File: config.mk
export PLATFORM = sky130hd
export DESIGN_NAME = square_rem
export DESIGN_NICKNAME = d
export VERILOG_FILES = /design/src/rtl/square_rem.sv
export SDC_FILE = /design/constraint.sdc
export NUM_CORES = 1
export LEC_CHECK = 0
export BUFFER_PORTS_ARGS = -buffer_cell sky130_fd_sc_hd__clkbuf_2
export CAP_MARGIN = 40
export CORE_MARGIN = 2
export CORE_UTILIZATION = 39
export CTS_CLUSTER_DIAMETER = 60
export DETAILED_ROUTE_END_ITERATION = 10
export SYNTH_ARGS = -nofsm -noshare
export SYNTH_HDL_FRONTEND = slang
export SYNTH_SLANG_ARGS = --single-unit
File: constraint.sdc
create_clock -name clk -period 4.25 [get_ports clk]
set_clock_uncertainty 0.15 [all_clocks]
set_input_delay 0.425 -clock clk [delete_from_list [all_inputs] [get_ports clk]]
set_output_delay 0.425 -clock clk [all_outputs]
set_load 0.05 [all_outputs]
File: src/rtl/square_rem.sv
// Rebuilds V = R*R + M from an integer square root R and its remainder M.
// The square is formed by MSB-first shift-and-add, one root bit per cycle.
module square_rem (
   input  logic       clk,
   input  logic       rst,
   input  logic       in_valid,
   output logic       in_ready,
   input  logic [3:0] in_root,
   input  logic [4:0] in_rem,
   output logic       out_valid,
   input  logic       out_ready,
   output logic [7:0] out_value,
   output logic       out_err
);

   typedef enum logic [1:0] {
      IDLE = 2'd0,
      MUL  = 2'd1,
      ADD  = 2'd2,
      DONE = 2'd3
   } state_t;

   state_t     state_q, state_d;
   logic [7:0] acc;
   logic [1:0] cnt;
   logic [3:0] r_q;
   logic [4:0] m_q;
   logic       err_q;
   logic       accept;

   assign accept = in_valid && (state_q == IDLE);

   // NOTE: state is written with non-blocking assignments so every register
   // samples the pre-edge values of the others, independent of statement order.
   always_ff @(posedge clk or posedge rst) begin
      if (rst) begin
         state_q <= IDLE;
      end else begin
         state_q <= state_d;
      end
   end

   // NOTE: state_d gets its default before the case so no path leaves it
   // unassigned, which would otherwise infer a latch.
   always_comb begin
      state_d = state_q;
      case (state_q)
         IDLE: if (in_valid)      state_d = MUL;
         MUL:  if (cnt == 2'd0)   state_d = ADD;
         ADD:                     state_d = DONE;
         DONE: if (out_ready)     state_d = IDLE;
         default:                 state_d = IDLE;
      endcase
   end

   always_ff @(posedge clk or posedge rst) begin
      if (rst) begin
         acc   <= 8'd0;
         cnt   <= 2'd0;
         r_q   <= 4'd0;
         m_q   <= 5'd0;
         err_q <= 1'b0;
      end else begin
         case (state_q)
            IDLE: begin
               if (accept) begin
                  r_q   <= in_root;
                  m_q   <= in_rem;
                  // A legal remainder never exceeds 2R, else (R+1)^2 would fit.
                  err_q <= (in_rem > {in_root, 1'b0});
                  acc   <= 8'd0;
                  cnt   <= 2'd3;
               end
            end
            MUL: begin
               acc <= (acc << 1) + (r_q[cnt] ? {4'd0, r_q} : 8'd0);
               cnt <= cnt - 2'd1;
            end
            ADD: begin
               if (!err_q) begin
                  acc <= acc + {3'd0, m_q};
               end
            end
            default: ;
         endcase
      end
   end

   assign in_ready  = (state_q == IDLE);
   assign out_valid = (state_q == DONE);
   assign out_value = acc;
   assign out_err   = err_q;

endmodule
==> summary.md <==
| Metric | Value |
|---|---|
| CTS-repair resized insts | 0 |
| Number of top-level pins | 24 |
| Largest family of logic cells by synthesized area | compound AO/OA/AOI/OAI gates |
| Vias in the first global route | 1,242 |
| Post-DRT Antenna Nets | 0 |
| Area contributors post-synth | dfrtp_1 (36%), ha_1 (14%), o21ai_0 (5.6%) |
| Worst R2R Start | cnt[0]$_DFFE_PP0P_ |
| Commonest non-fill, non-tap cell in the layout | clkbuf_2 |
| Rel. slew slack | 0.673 |
| Synth Area in Compound Gates | 0.195 |
| CTS clk-pin slew, worst paths | ~0.080 ns |
| Post-Synthesis Cells | ~160 |
| Final core occ | 0.477 |
| Wire per inst | 14.5 um |
| Cell Area, Synth | approximately 1500 um^2 |
| Initial core utilization | 0.410 |
| Max Clk Rate | 0.388 GHz |
| Syn_area_per_cell | 9.65 um^2 |
| First-pass GRT wire length | roughly 5600 um |
| Max_cap viols | 0 |
| Endpoints failing setup | 0 |
| CP max-delay cell | mux4_2 |
| RSZ-0062 raised after global routing | false |
| Post-synthesis net count | 190 |
| Sw power | 597 uW |
| Worst min path class | primary input to async pin |
| Total track usage | 0.165 |
| WP data required | 4.24 ns |
| Critical path launch point type | flip-flop |
| CTS tree | built |
| Number of enable flip-flop cells after synthesis | 0 |
| Slew Limit Fails | 0 |
| Place WS | between 1.5 and 2 ns |
| Crit-path max FO | 4 |
| Period utilization | 0.607 |
| Initial antenna violation count | 0 |
| Area leader, netlist | dfrtp_1 |
| DRC Markers | 0 |
| WL final | 3350 um |
| Multi-input logic area | 893 um^2 |
| Number of CTS-inserted buffers | 3 |
| Sw Share | 0.466 |
| Internal power | 683 uW |
| Core Rows | 22 |
| Most common flop cell mapped by yosys | dfrtp_1 |
| Post-synthesis mux area share | 0.0591 |
| # port buffers | 23 |
| Max rail drop VDD | approximately 0.00031 V |
| Dpl hpwl | 2670 um |
| Filler cell count | ~370 |
| Core area | 3720 um^2 |
| Commonest non-fill, non-tap cells in the layout | clkbuf_2 (23), dfrtp_1 (22), inv_1 (18) |
| Start point of the critical path | cnt[0]$_DFFE_PP0P_ |
| Layout cell share with drive strength beyond 1 | 0.230 |
| Combinational share of power | 0.557 |
| Hold Slack | -0.00166 ns |
| Final WS setup | 1.67 ns |
| Post-synthesis register bit count | 22 |
| Pleak | 0.000865 uW |
| Vias | 1,222 |
| Placer congestion estimate | slightly above 0.8 |
| CTS Root Cell | clkbuf_8 |
| CP Cell Sequence | mux4_2 > nand2_1 > inv_1 > ha_1 > a211oi_1 > nor2_1 > xor2_1 > a22oi_1 > o21ai_0 |
| DR pass1 iterations | 4 |
| N_diodes | 0 |
| Power per cell area | 722 nW/um^2 |
| Clk_lat worst skew | around 0.26 ns |
| Slowest stage delay, CP | 0.54 ns |
| Fin nets | approximately 220 |
| Sequential area share after synthesis | 0.361 |
| Grt total ovfl | 0 |
| Synth top area share | 0.361 |
| 1st-iter DRT viols | 47 |
| Crit path buf inv count | 1 |
| Status | complete, but fails checks |
| Post-synth cell types | 42 |
| Hold_buf cts | 0 |
| Yosys warnings | 0 |
| Hold Fails Final Rpt | 1 |
| H-tree levels | 1 |
| WS Path Type | flip-flop to flip-flop |
| XOR/XNOR Fraction of Synth Area | 0.0345 |
| Storage cell area | 551 um^2 |
| Violated checks | hold timing |
| Adder-Cell Fraction of Synth Area | 0.166 |
| Synth-to-layout area growth | 16.2% |
| Worst path top cell family by delay | compound AO/OA/AOI/OAI gates |
| Simple-Gate Fraction of Synth Area | 0.131 |
| Post-CTS Repair Setup Buffers | 0 |
| Via density | 5.29 |
| CP arrival | 2.57 ns |
| Die height | 66.5 um |
| Die area | 4430 um^2 |
| Setup TNS | 0 ns |
| Post-synth ARST share | 1.00 |
| Sequential power share | 0.289 |
| Crit. End Element | flip-flop |
| Largest net degree at the start of global routing | 16 |
| Final worst path period need | between 2 and 3 ns |
| Clock share of power | 0.154 |
| Die width | 66.5 um |
| CTS sink cnt | 22 |
| Worst-Margin Slew | 0.489 ns |
| Clk buf depth | 2 |
## kinds of logic (layout without fill, tap and decap cells)
kind of cell	count (synthesis)	after routing
compound gates	43	43
simple gates	40	40
xor+xnor	6	6
flops	22	22
fa+ha+maj	19	19
mux	7	7
buf+inv	21	46
## path summary, 6_finish.rpt
| check | endpoint | slack (ns) | cells after the start |
|---|---|---|---|
| min reg2reg | m_q[0]$_DFFE_PP0P_ | 0.36 | 1 |
| min in group clk | m_q[0]$_DFFE_PP0P_ | 0.27 | 2 |
| max | out_value[4]$_DFFE_PP0P_ | 1.67 | 9 |
| max reg2reg | out_value[4]$_DFFE_PP0P_ | 1.67 | 9 |
| min | out_value[2]$_DFFE_PP0P_ | -0.002 | 2 |
| max in group asynchronous | cnt[0]$_DFFE_PP0P_ | 3.51 | 3 |
## registers in the layout (all words and copies together) (netlist names)
register	cells
m_q	5
cnt	2
state_q	2
out_value	8
r_q	4
out_err	1
## per-stage QoR
step | cell area [um^2] | hold WS, ns | total power [uW] | cells
after CTS | 1770 | 0.00890 | 1290 | 231
after detailed placement | 1700 | 0.296 | 1090 | 227
after global placement | 1690 | 0.345 | 1070 | 226
final | 1770 | -0.00166 | 1280 | 231
after global routing | 1770 | 0.0283 | 1380 | 231
after floorplan | 1530 | 0.264 | 918 | 158
## metal layers
metal	GRT usage	routed length (um)	share of wire	vias up
met5	0	0	0	-
met2	0.298	1600	0.48	27
li1	-	-	-	616
met4	0.0306	34	0.010	0
met1	0.205	1580	0.47	575
met3	0.0338	125	0.037	4
## cell usage after synthesis (2+ instances only)
master and instances:
nand2_1 17, and2_1 2, xor2_1 3, ha_1 17
a211oi_1 2, o21a_1 2, xnor2_1 3, a21oi_1 2
nor2_1 5, mux2_2 6, and3_1 2, nor2b_1 3
inv_1 18, fa_1 2, o22ai_1 2, o21ai_2 2
o32a_1 2, nor3_1 2, dfrtp_1 22, nand4b_1 2
nand4_1 3, a32oi_1 3, o21ai_0 17
## power groups by stage
stage | Clock, uW | Sequential [uW] | Combinational, uW
floorplan | 0 | 416 | 502
global placement | 0 | 371 | 696
detailed placement | 0 | 376 | 711
CTS | 201 | 371 | 717
global route | 208 | 382 | 790
finish | 197 | 370 | 714
## final cells by class
class                           instances  share of cell area
Clock inverter                          1              0.0169
Sequential cell                        22               0.311
Multi-Input combinational cell        115               0.504
Clock buffer                            3              0.0233
Timing Repair Buffer                   24              0.0734
Inverter                               18              0.0381
Tap cell                               48              0.0339
No activity file was read; power rests on OpenSTA's default activity.
